**config.mk**
```make
export PLATFORM = sky130hd
export DESIGN_NAME = scie_result_queue_flat
export DESIGN_NICKNAME = d
export VERILOG_FILES = /design/src/rtl/scie_result_queue_if.sv /design/src/rtl/scie_result_queue.sv /design/src/flat_wrapper.sv
export SDC_FILE = /design/constraint.sdc
export NUM_CORES = 1
export LEC_CHECK = 0
export ABC_CLOCK_PERIOD_IN_PS = 9230
export CAP_MARGIN = 0
export CORE_MARGIN = 2
export CORE_UTILIZATION = 39
export DETAILED_ROUTE_END_ITERATION = 6
export DONT_BUFFER_PORTS = 1
export PLACE_DENSITY = 0.5
export SETUP_SLACK_MARGIN = 0.3
export SLEW_MARGIN = 25
export SYNTH_ARGS = -nofsm -noshare
export SYNTH_HDL_FRONTEND = slang
export SYNTH_SLANG_ARGS = --single-unit
```
**constraint.sdc**
```tcl
create_clock -name clock -period 9.23 [get_ports clock]
set_clock_uncertainty 0.05 [all_clocks]
set_input_delay 1.846 -clock clock [delete_from_list [all_inputs] [get_ports clock]]
set_output_delay 1.846 -clock clock [all_outputs]
set_load 0.005 [all_outputs]
```
**src/rtl/scie_result_queue_if.sv**
```systemverilog
// Core-facing issue/writeback and SCIE-facing signals of the result queue.
// The master modport is the core/SCIE side and the slave modport is the queue itself.
interface scie_result_queue_if #(
    parameter int unsigned DEPTH = 4
);
    logic                      in_valid;
    logic [31:0]               in_insn;
    logic                      in_ready;
    logic                      sci_valid;
    logic signed [15:0]        sci_rd_real;
    logic signed [15:0]        sci_rd_imag;
    logic                      out_valid;
    logic                      out_ready;
    logic [4:0]                out_rd;
    logic [31:0]               out_data;
    logic [$clog2(DEPTH):0]    occupancy;

    modport master (
        output in_valid, in_insn, sci_rd_real, sci_rd_imag, out_ready,
        input  in_ready, sci_valid, out_valid, out_rd, out_data, occupancy
    );

    modport slave (
        input  in_valid, in_insn, sci_rd_real, sci_rd_imag, out_ready,
        output in_ready, sci_valid, out_valid, out_rd, out_data, occupancy
    );
endinterface

```
**src/rtl/scie_result_queue.sv**
```systemverilog
// Issue/writeback companion for the SCIEPipelined unit: a tag pipe that tracks in-flight issues
// and a credit-protected result FIFO of {rd, imag, real} entries.
module scie_result_queue #(
    parameter int unsigned LATENCY = 1,
    parameter int unsigned DEPTH   = 4,
    parameter bit          DROP_X0 = 1'b1
) (
    input logic               clock,
    input logic               reset,
    scie_result_queue_if.slave bus
);
    localparam int unsigned AW = $clog2(DEPTH);
    localparam int unsigned CW = AW + 1;
    localparam logic [CW:0] DEPTH_W = (CW + 1)'(DEPTH);

    logic [LATENCY-1:0] tag_v_q, tag_v_d;
    logic [4:0]         tag_rd_q [LATENCY];
    logic [4:0]         tag_rd_d [LATENCY];

    logic [36:0]        mem_q [DEPTH];
    logic [36:0]        mem_d [DEPTH];
    logic [AW-1:0]      wr_ptr_q, wr_ptr_d;
    logic [AW-1:0]      rd_ptr_q, rd_ptr_d;
    logic [CW-1:0]      count_q, count_d;

    logic [CW-1:0]      inflight;
    logic [CW:0]        total;
    logic               issue;
    logic               exit_v;
    logic [4:0]         exit_rd;
    logic               push;
    logic               pop;
    logic [36:0]        head;

    // Credit covers both queued and in-flight results, so a push can never find the FIFO full.
    always_comb begin
        inflight = '0;
        for (int unsigned i = 0; i < LATENCY; i++) begin
            inflight = inflight + CW'(tag_v_q[i]);
        end
        total   = {1'b0, count_q} + {1'b0, inflight};
        issue   = bus.in_valid && (total < DEPTH_W);
        exit_v  = tag_v_q[LATENCY-1];
        exit_rd = tag_rd_q[LATENCY-1];
        push    = exit_v && !(DROP_X0 && (exit_rd == 5'd0));
        pop     = (count_q != '0) && bus.out_ready;
        head    = mem_q[rd_ptr_q];
    end

    always_comb begin
        tag_v_d     = tag_v_q;
        tag_rd_d    = tag_rd_q;
        tag_v_d[0]  = issue;
        tag_rd_d[0] = bus.in_insn[11:7];
        for (int unsigned i = 1; i < LATENCY; i++) begin
            tag_v_d[i]  = tag_v_q[i-1];
            tag_rd_d[i] = tag_rd_q[i-1];
        end
    end

    always_comb begin
        mem_d    = mem_q;
        wr_ptr_d = wr_ptr_q;
        rd_ptr_d = rd_ptr_q;
        count_d  = count_q;
        if (push) begin
            mem_d[wr_ptr_q] = {exit_rd, bus.sci_rd_imag, bus.sci_rd_real};
            wr_ptr_d        = wr_ptr_q + AW'(1);
        end
        if (pop) begin
            rd_ptr_d = rd_ptr_q + AW'(1);
        end
        case ({push, pop})
            2'b10:   count_d = count_q + CW'(1);
            2'b01:   count_d = count_q - CW'(1);
            default: count_d = count_q;
        endcase
    end

    always_ff @(posedge clock or posedge reset) begin
        if (reset) begin
            tag_v_q  <= '0;
            wr_ptr_q <= '0;
            rd_ptr_q <= '0;
            count_q  <= '0;
            for (int unsigned i = 0; i < LATENCY; i++) begin
                tag_rd_q[i] <= '0;
            end
            for (int unsigned i = 0; i < DEPTH; i++) begin
                mem_q[i] <= '0;
            end
        end else begin
            tag_v_q  <= tag_v_d;
            wr_ptr_q <= wr_ptr_d;
            rd_ptr_q <= rd_ptr_d;
            count_q  <= count_d;
            for (int unsigned i = 0; i < LATENCY; i++) begin
                tag_rd_q[i] <= tag_rd_d[i];
            end
            for (int unsigned i = 0; i < DEPTH; i++) begin
                mem_q[i] <= mem_d[i];
            end
        end
    end

    always_comb begin
        bus.in_ready  = (total < DEPTH_W);
        bus.sci_valid = issue;
        bus.out_valid = (count_q != '0);
        bus.out_rd    = head[36:32];
        bus.out_data  = head[31:0];
        bus.occupancy = total[CW-1:0];
    end
endmodule

```
**src/flat_wrapper.sv**
```systemverilog
// flat-port wrapper written by rule: the top's interface ports become plain ports
module scie_result_queue_flat 
#(
    parameter int unsigned LATENCY = 1,
    parameter int unsigned DEPTH   = 4,
    parameter bit          DROP_X0 = 1'b1
)
  (clock, reset, bus_in_valid, bus_in_insn, bus_sci_rd_real, bus_sci_rd_imag, bus_out_ready, bus_in_ready, bus_sci_valid, bus_out_valid, bus_out_rd, bus_out_data, bus_occupancy);
  scie_result_queue_if #(.DEPTH(DEPTH)) bus_i ();
  input logic clock;
  input logic reset;
  input wire logic [$bits(bus_i.in_valid)-1:0] bus_in_valid;
  input wire logic [$bits(bus_i.in_insn)-1:0] bus_in_insn;
  input wire logic [$bits(bus_i.sci_rd_real)-1:0] bus_sci_rd_real;
  input wire logic [$bits(bus_i.sci_rd_imag)-1:0] bus_sci_rd_imag;
  input wire logic [$bits(bus_i.out_ready)-1:0] bus_out_ready;
  output wire logic [$bits(bus_i.in_ready)-1:0] bus_in_ready;
  output wire logic [$bits(bus_i.sci_valid)-1:0] bus_sci_valid;
  output wire logic [$bits(bus_i.out_valid)-1:0] bus_out_valid;
  output wire logic [$bits(bus_i.out_rd)-1:0] bus_out_rd;
  output wire logic [$bits(bus_i.out_data)-1:0] bus_out_data;
  output wire logic [$bits(bus_i.occupancy)-1:0] bus_occupancy;
  assign bus_i.in_valid = bus_in_valid;
  assign bus_i.in_insn = bus_in_insn;
  assign bus_i.sci_rd_real = bus_sci_rd_real;
  assign bus_i.sci_rd_imag = bus_sci_rd_imag;
  assign bus_i.out_ready = bus_out_ready;
  assign bus_in_ready = bus_i.in_ready;
  assign bus_sci_valid = bus_i.sci_valid;
  assign bus_out_valid = bus_i.out_valid;
  assign bus_out_rd = bus_i.out_rd;
  assign bus_out_data = bus_i.out_data;
  assign bus_occupancy = bus_i.occupancy;
  scie_result_queue #(.LATENCY(LATENCY), .DEPTH(DEPTH), .DROP_X0(DROP_X0)) u_core (.clock(clock), .reset(reset), .bus(bus_i));
endmodule
```
# [Word-level counts from Yosys, hierarchy flattened]
# Index checks and enable logic that the tools add are counted.
[word_totals] inputBits=68 reg_bits=161
[op_classes] add_sub_neg=5 eq_ne=2 n_reduce_logical=8 n_lt_le_gt_ge=4 muxes=7 n_bitwise=2
[ops] op="$bwmux 148" n=1
[ops] op="$mux 37" n=3
[ops] op="$bmux 37 s2" n=1
[ops] op="$demux 37 s2" n=1
[ops] op="$ge 3x3->1 const B" n=2
[ops] op="$not 2->3" n=2
[ops] op="$pmux 3 s2" n=1
[ops] op="$logic_not 5->1" n=1
[ops] op="$add 2x1->2 const B" n=2
[ops] op="$add 3x1->4" n=1
[ops] op="$logic_and 1x1->1" n=4
[ops] op="$lt 4x3->1 const B" n=1
[ops] op="$add 3x1->3 const B" n=1
[ops] op="$lt 3x1->1 const B" n=1
[ops] op="$reduce_bool 3->1" n=1
[ops] op="$sub 3x1->3 const B" n=1
[ops] op="$eq 2x1->1 const B" n=1
[ops] op="$eq 2x2->1 const B" n=1
[ops] op="$reduce_bool 2->1" n=1
[ops] op="$logic_not 1->1" n=1

# [Longest topological paths before layout]
# Gate-level depths: netlist of the first run.
[logic_depth] word_depth=6 mapped_depth=9 depth_no_buf=8

# [Worst setup path before layout of the first run]
# Ideal clock, no wire load.
[synth_path] path_kind="in2out" startpoint="in bus_in_valid" endpoint="out bus_sci_valid" path_slack_ns=5.251 n_path_buf=0 arrival_time_ns=2.083 path_stages=1 required_time_ns=7.334 path_cell_list="a21boi_0"
[synth_via] elab_chain_cells=1
[synth_rtl] item="start, declared" line_no="flat_wrapper.sv:12" source="input wire logic [$bits(bus_i.in_valid)-1:0] bus_in_valid;"
[synth_rtl] item="$logic_and 1x1->1" line_no="scie_result_queue.sv:42" source="issue = bus.in_valid && (total < DEPTH_W);"
[synth_rtl] item="end, declared" line_no="flat_wrapper.sv:18" source="output wire logic [$bits(bus_i.sci_valid)-1:0] bus_sci_valid;"
# Every way passes these cells.

# [Worst setup path after layout of the first run]
# Same ends and word-level chain as after synthesis.

==> impl_metrics.ini, run 1 <==
[place]
dp_hpwl_um = 8560
gp_congestion = 0.701
portBuffers = 0
place_area_um2 = 7250

[worst_setup_path]
regToRegEndpoint = u_core.mem_q[18]
arrival_ns = 2.16
critical_path_class = primary input to output pin
required_ns = 7.33
reg2reg_from = u_core.exit_rd[0]
endpoint_kind = output pin
r2r_setup_slack_ns = 6.55
cp.buffers_inverters = 0
crit_fanout = 2
start_kind = primary input
crit_chain = a21boi_0
slowest_delay_ns = 0.32
crit_family = compound AO/OA/AOI/OAI gates
rr_worst_depth = 4
cp_slowest_cell = a21boi_0

[clocking]
cts_root_buffer = clkbuf_16
clock_latency_ns = 0.42
cts_resized = 0
tritoncts = built
htreeDepth = 4
clock-sinks = 161
postCtsSetupBuffers = 0
clk_path_buf_depth = 2
hold_buffers = 0
cts_inserted_buffers = 17
clk_pin_slew_ns = 0.06

[sta]
min_period_over_period = 0.440
hold_viol = 0
worst_pin_slew_ns = 0.916
rsz0062_at_grt = no
slew_headroom = 0.389
drv_slew = 0
finalSetupViolCount = 0
fin_tns_setup_ns = 0
timing.fmax_ghz = 0.246
finalCriticalPeriod_ns = 4.06

[power_and_ir_drop]
peakVddDrop_mv = 0.143
p_leak_nw = 3.30
powerDensity_nw_per_um2 = 383

[die]
die_h_um = 138
core_area_um2 = 17800
initial_core_util = 0.395
ios = 111
die_w_um = 138
placementRows = 49
die_area_um2 = 19200

[finish]
final_cell_mix = dfrtp_1, mux2_2, mux4_2
layout-drive-gt1-share = 0.494
final_common_cell = dfrtp_1
syn_to_final_growth_pct = 12.0
fillers = 1579
diodes = 0
num-nets-final = 496
design_area_um2 = 7890

[logic_synthesis]
syn_avg_cell_area_um2 = 16.8
postSynthRegisterBits = 161
syn_nets = 495
yosys_warnings = 0
seq_area_frac_synth = 0.572
syn_inst = 419
ys_types = 29
synth_area_um2 = 7050

[drt]
drt_pass1_iterations = 4
num_vias = 3601
drt_iter0_drc = 141
drcViolationCount = 0
drtAntennaViolNets = 0
wl_per_cell_um = 21.9
routed_wl_um = 14500
vias_per_cell = 5.44

[hold_path]
hold_path_depth = 1
hp-start = u_core.mem_q[112]
worstHoldEndpoint = u_core.mem_q[112]
worstHoldPathType = flip-flop to flip-flop

[global_routing]
grt_start_max_net_pins = 92
grt_usage = 0.160
grt_pass1_vias = 4063
grt_overflow_total = 0
grt_first_pass_wirelength_um = 23200
antenna_found_initial = 0

[flow_run]
drv_cap = 0

[outcome]
outcome = complete, no violations
-- worst reg2reg max path, stage by stage (launching register included) --
cell and delay (ns):
dfrtp_1 0.46, or3_1 0.58, o21ai_4 0.58, buf_4 0.51
mux2_2 0.39
-- worst max-delay path by stage --
stage            startpoint           endpoint  slack [ns]  depth (start not counted)
3_5_place_dp   bus_in_valid      bus_sci_valid        5.18                          1
4_1_cts        bus_in_valid      bus_sci_valid        5.16                          1
3_3_place_gp   bus_in_valid      bus_sci_valid        5.21                          1
5_1_grt        bus_in_valid      bus_sci_valid        5.11                          1
6_report       bus_in_valid      bus_sci_valid        5.17                          1
2_1_floorplan         reset  u_core.count_q[0]        2.99                          1
-- per-layer routing --
layer / GRT usage / part of all wire / vias to the layer above
met2: 0.254 / 0.48 / 80
met5: 0 / 0 / -
met1: 0.200 / 0.44 / 1941
met3: 0.0610 / 0.069 / 18
met4: 0.0623 / 0.016 / 0
li1: - / - / 1562
-- cell type report --
| type | instances | area, µm² | share of cell area |
|---|---|---|---|
| inverters | 6 | 27.5 | 0.00349 |
| clock inverters | 12 | 181 | 0.0230 |
| clock buffers | 20 | 457 | 0.0579 |
| multi-input cells | 226 | 2820 | 0.358 |
| well taps | 229 | 287 | 0.0363 |
| repair buffers | 8 | 80.1 | 0.0102 |
| flip-flops and latches | 161 | 4030 | 0.511 |
-- synthesized netlist by cell type --
cell type,instances,area share
dfrtp_1,161,0.57
mux2_2,128,0.20
mux4_2,37,0.12
a22o_1,20,0.025
buf_2,9,0.0064
buf_6,7,0.011
ha_1,7,0.012
inv_1,6,0.0032
clkbuf_1,5,0.0027
and2_1,4,0.0036
o21ai_4,4,0.0092
xor2_1,4,0.0050
buf_4,3,0.0032
nand2_1,3,0.0016
xnor2_1,3,0.0037
a21boi_0,2,0.0021
nor2_1,2,0.0011
or2_2,2,0.0018
or3_1,2,0.0018
a21boi_1,1,0.0011
buf_1,1,0.00053
clkbuf_2,1,0.00071
fa_1,1,0.0028
mux2_1,1,0.0016
mux2i_1,1,0.0014
nand3_1,1,0.00071
nor3_1,1,0.00071
o21ai_1,1,0.00071
o31a_1,1,0.0012
-- report_power, final --
group | switching, W | leakage (nW) | total (W) | internal [W]
combinational | 0.000432 | 1.09 | 0.00104 | 0.000606
clock | 0.000285 | 0.299 | 0.000754 | 0.000468
sequential | 0.000171 | 1.91 | 0.00123 | 0.00106
-- logic make-up (layout without fill, tap and decap cells) --
logic type                 after synthesis  count (layout)  share of synthesized area
AOI/OAI and AO/OA                       29              29                     0.0392
adders and majority gates                8               8                     0.0153
muxes                                  167             167                      0.326
and+or+nand+nor                         15              15                     0.0112
buffers and inverters                   32              46                     0.0279
xor gates and xnor gates                 7               7                    0.00870
DFF                                    161             161                      0.572
-- registers in the layout, indices dropped and copies added, names as in the netlist --
signal / flops
u_core.count_q: 3
u_core.exit_rd: 5
u_core.exit_v: 1
u_core.mem_q: 148
u_core.rd_ptr_q: 2
u_core.wr_ptr_q: 2
-- stage by stage --
step / hold slack (ns) / std cells / utilization / power [W] / worst slack, ns
2_1_floorplan: 0.409 / 419 / - / 0.00206 / 2.99
3_3_place_gp: 0.426 / 629 / 0.405 / 0.00225 / 5.21
3_5_place_dp: 0.430 / 630 / 0.406 / 0.00230 / 5.18
4_1_cts: 0.448 / 662 / 0.442 / 0.00307 / 5.16
5_1_grt: 0.461 / 662 / 0.442 / 0.00321 / 5.11
6_report: 0.445 / 662 / 0.442 / 0.00302 / 5.17
Note: power is estimated with default switching activity, not from simulation.
==> inputs of run 2 (changes only) <==
- ABC_CLOCK_PERIOD_IN_PS: 9230 -> 3600
- PLACE_DENSITY: 0.5 -> 0.52
- clock period: 9.23 -> 3.6 ns (I/O delays scaled with it)
==> impl_metrics.ini, run 2 (same netlist as run 1, synthesis figures left out) <==
[worst_setup_path]
endpoint_kind = output pin
required_ns = 2.83
start_kind = flip-flop
arrival_ns = 1.89
crit_fanout = 6
critical_path_class = flip-flop to output pin

[clocking]
clock-sinks = 161
tritoncts = built
cts_root_buffer = clkbuf_16
cts_inserted_buffers = 17
htreeDepth = 4
cts_resized = 0
hold_buffers = 0
clock_latency_ns = 0.42
clk_pin_slew_ns = 0.06
postCtsSetupBuffers = 0
clk_path_buf_depth = 2

[flow_run]
drv_cap = 0

[drt]
vias_per_cell = 5.42
drt_pass1_iterations = 4
drt_iter0_drc = 143
num_vias = 3629
wl_per_cell_um = 21.6
drcViolationCount = 0
routed.top_layer = met5
wl_met2_um = 7400
routed_wl_um = 14400
wl_met3_um = 814
drtAntennaViolNets = 0
m1WireLength_um = 6050

[finish]
regMostFlops = u_core.mem_q
num-nets-final = 502
final_cell_mix = dfrtp_1, mux2_2, mux4_2
final_common_cell = dfrtp_1
layout.cells.non_filler = 669
fillers = 1597
utilization = 0.445
syn_to_final_growth_pct = 12.8
layout-drive-gt1-share = 0.499
largest_reg_flops = 148

[hold_path]
worstHoldPathType = primary input to asynchronous set/reset pin

[sta]
min_period_over_period = 0.740
drv_slew = 0
finalSetupViolCount = 0
finalCriticalPeriod_ns = 2.66
worst_slack_ns = 0.937
timing.fmax_ghz = 0.375
rsz0062_at_grt = no
worst_pin_slew_ns = 0.671
fin_tns_setup_ns = 0
slew_headroom = 0.551
hold_viol = 0

[global_routing]
grt_start_max_net_pins = 74
grt_first_pass_wirelength_um = 23200
grt_pass1_vias = 4073
antenna_found_initial = 2
grt_usage = 0.159
grt_overflow_total = 0

[place]
dpl.cell_count = 635
dp_hpwl_um = 9150
portBuffers = 0
pre_cts_ws_ns = 0.966
gp_congestion = 0.729

[die]
ios = 111
die_h_um = 138
die_w_um = 138
initial_core_util = 0.395
die_area_um2 = 19200
core_area_um2 = 17800
placementRows = 49

[power_and_ir_drop]
powerDensity_nw_per_um2 = 971
p_leak_nw = 3.32
peakVddDrop_mv = 0.365

[outcome]
outcome = complete, no violations
[run 2: worst max-delay path: stages, from the launching register on]
cell      delay [ns]
dfrtp_1         0.43
ha_1            0.24
ha_1            0.21
or2_2           0.28
a21boi_0        0.31
[run 2: layer usage]
| metal | vias to the layer above | track usage |
|---|---|---|
| met5 | - | 0 |
| met4 | 2 | 0.0564 |
| met3 | 17 | 0.0572 |
| met2 | 63 | 0.261 |
| met1 | 1967 | 0.196 |
| li1 | 1580 | - |
[run 2: metrics by stage]
stage	hold WS, ns	total power, W	area [µm²]
3_5_place_dp	0.430	0.00593	7300
6_report	0.0896	0.00771	7950
5_1_grt	0.0894	0.00822	7940
3_3_place_gp	0.421	0.00580	7300
4_1_cts	0.247	0.00785	7920
2_1_floorplan	0.409	0.00527	7050
[run 2: power by group]
group          total (W)  internal, W  leakage (nW)  switching (W)
sequential       0.00316      0.00271          1.91       0.000448
clock            0.00189      0.00116         0.290       0.000730
combinational    0.00267      0.00157          1.13        0.00109
[run 2: worst paths after layout]
check	slack [ns]	start	cells after the start	end
hold / removal	0.09	reset	1	u_core.exit_rd[2]
min in group clock	0.27	bus_in_insn[9]	0	u_core.exit_rd[2]
max in group asynchronous	2.50	reset	3	u_core.mem_q[76]
setup / recovery	0.94	u_core.exit_v	4	bus_sci_valid
hold reg to reg	0.44	u_core.mem_q[106]	1	u_core.mem_q[106]
setup reg to reg	0.99	u_core.exit_rd[0]	8	u_core.count_q[2]
[run 2: layout make-up]
class / instances / area (µm²) / share of cell area
antenna: 1 / 2.50 / 0.000315
clock inverter: 13 / 186 / 0.0235
sequential: 161 / 4030 / 0.507
timing repair buffer: 14 / 155 / 0.0195
tap: 229 / 287 / 0.0361
clock buffer: 19 / 433 / 0.0545
inverter: 6 / 26.3 / 0.00331
multi-input combinational: 226 / 2820 / 0.355
==> inputs of run 3 (changes only) <==
- ABC_CLOCK_PERIOD_IN_PS: 3600 -> 2500
- PLACE_DENSITY: 0.52 -> 0.5
- clock period: 3.6 -> 2.5 ns (I/O delays scaled with it)
==> impl_metrics.ini, run 3 (same netlist as run 1, synthesis figures left out) <==
[power_and_ir_drop]
powerDensity_nw_per_um2 = 1400
total_power_w = 0.0119
combPwrFrac = 0.390
seqPwrFrac = 0.382
p_leak_nw = 3.58
clock_power_share = 0.228
netSwitchingFraction = 0.296
p_int_w = 0.00840
peakVddDrop_mv = 0.610
switchingPower_w = 0.00352

[place]
portBuffers = 0
gp_congestion = 0.735
dp_hpwl_um = 8920
place_area_um2 = 7450

[finish]
final_common_cell = dfrtp_1
final_cell_mix = dfrtp_1, mux2_2, mux4_2
design_area_um2 = 8490
syn_to_final_growth_pct = 20.6
layout-drive-gt1-share = 0.557
regMostFlops = u_core.mem_q
utilization = 0.476
num-nets-final = 528
diodes = 0
largest_reg_flops = 148

[die]
ios = 111
die_area_um2 = 19200
core_area_um2 = 17800
initial_core_util = 0.395
die_w_um = 138
die_h_um = 138
placementRows = 49

[sta]
drv_slew = 0
whs_ns = 0.0462
worst_pin_slew_ns = 0.448
rsz0062_at_grt = yes
slew_headroom = 0.701
finalSetupViolCount = 0
hold_viol = 0
finalCriticalPeriod_ns = 2.19
fin_tns_setup_ns = 0
min_period_over_period = 0.876
timing.fmax_ghz = 0.456

[hold_path]
hp-start = bus_in_insn[10]
hold_path_depth = 0
worstHoldEndpoint = u_core.exit_rd[3]
worstHoldPathType = primary input to flip-flop

[clocking]
cts_root_buffer = clkbuf_16
clk_path_buf_depth = 2
cts_inserted_buffers = 17
clk_pin_slew_ns = 0.07
clock_latency_ns = 0.42
htreeDepth = 4
clock-sinks = 161
tritoncts = built

[worst_setup_path]
cp_slowest_cell = mux4_2
reg2reg_from = u_core.exit_rd[3]
start_kind = flip-flop
slowest_delay_ns = 0.53
required_ns = 1.95
endpoint_kind = output pin
rr_worst_depth = 5
critical_path_class = flip-flop to output pin
arrival_ns = 1.64
crit_fanout = 5
crit_chain = buf_12 -> buf_16 -> mux4_2
r2r_setup_slack_ns = 0.39
regToRegEndpoint = u_core.mem_q[64]

[drt]
drt_iter0_drc = 139
vias_per_cell = 5.40
drcViolationCount = 0
routed_wl_um = 15200
wl_per_cell_um = 21.9
num_vias = 3745
drt_pass1_iterations = 4
drtAntennaViolNets = 0

[global_routing]
grt_pass1_vias = 4138
grt_start_max_net_pins = 58
grt_usage = 0.166
grt_first_pass_wirelength_um = 24200
antenna_found_initial = 0
grt_overflow_total = 0

[flow_run]
drv_cap = 0

[outcome]
outcome = complete, no violations
==> run 3: cell type report <==
type	count	area, µm²
fill	1533	9350
sequential	161	4040
multi-input combinational	226	2870
timing repair buffer	40	651
clock buffer	18	439
tap	229	287
clock inverter	14	179
inverter	6	26.3
==> run 3: what timing repair did <==
| item | CTS | global route |
|---|---|---|
| buffers inserted | 8 | 8 |
| hold buffers | 1 | 0 |
| hold endpoints to repair | 13 | 0 |
| pin swaps | 3 | 4 |
| endpoints found under the setup margin | 40 | 32 |
| gates resized for setup | 11 | 9 |
| gates cloned | 5 | 2 |
==> run 3: critical path: cells and delay by family (launching register included) <==
kind | cells | cell delay [ns]
multiplexers | 1 | 0.53
flip-flops | 1 | 0.41
buffers and inverters | 2 | 0.28
==> run 3: how the worst max path moves through the flow <==
stage / start / end / slack (ns) / cells past startpoint
after floorplan: reset / u_core.count_q[0] / -0.09 / 1
after global placement: u_core.exit_rd[0] / u_core.count_q[2] / 0.25 / 8
after detailed placement: u_core.exit_rd[0] / u_core.count_q[2] / 0.25 / 8
after CTS: u_core.exit_v / bus_sci_valid / 0.23 / 4
after global routing: u_core.rd_ptr_q[1] / bus_out_data[1] / 0.25 / 3
final: u_core.rd_ptr_q[1] / bus_out_data[20] / 0.31 / 3
==> run 3: through the flow <==
step	setup slack [ns]	cells
finish	0.309	694
global route	0.252	694
CTS	0.228	684
detailed placement	0.247	638
global placement	0.252	638
floorplan	-0.0928	419
==> run 3: per-layer routing <==
layer | up-vias | track usage | part of all wire
met5 | - | 0 | 0
met4 | 0 | 0.0596 | 0.013
met3 | 12 | 0.0461 | 0.046
met2 | 58 | 0.276 | 0.50
met1 | 2043 | 0.210 | 0.44
li1 | 1632 | - | -
==> run 3: power groups by stage <==
| stage | logic [W] | clock network (W) | registers (W) |
|---|---|---|---|
| after detailed placement | 0.00404 | 0 | 0.00460 |
| after global placement | 0.00396 | 0 | 0.00450 |
| after global routing | 0.00502 | 0.00292 | 0.00471 |
| final | 0.00465 | 0.00272 | 0.00455 |
| after CTS | 0.00456 | 0.00281 | 0.00455 |
| after floorplan | 0.00324 | 0 | 0.00436 |
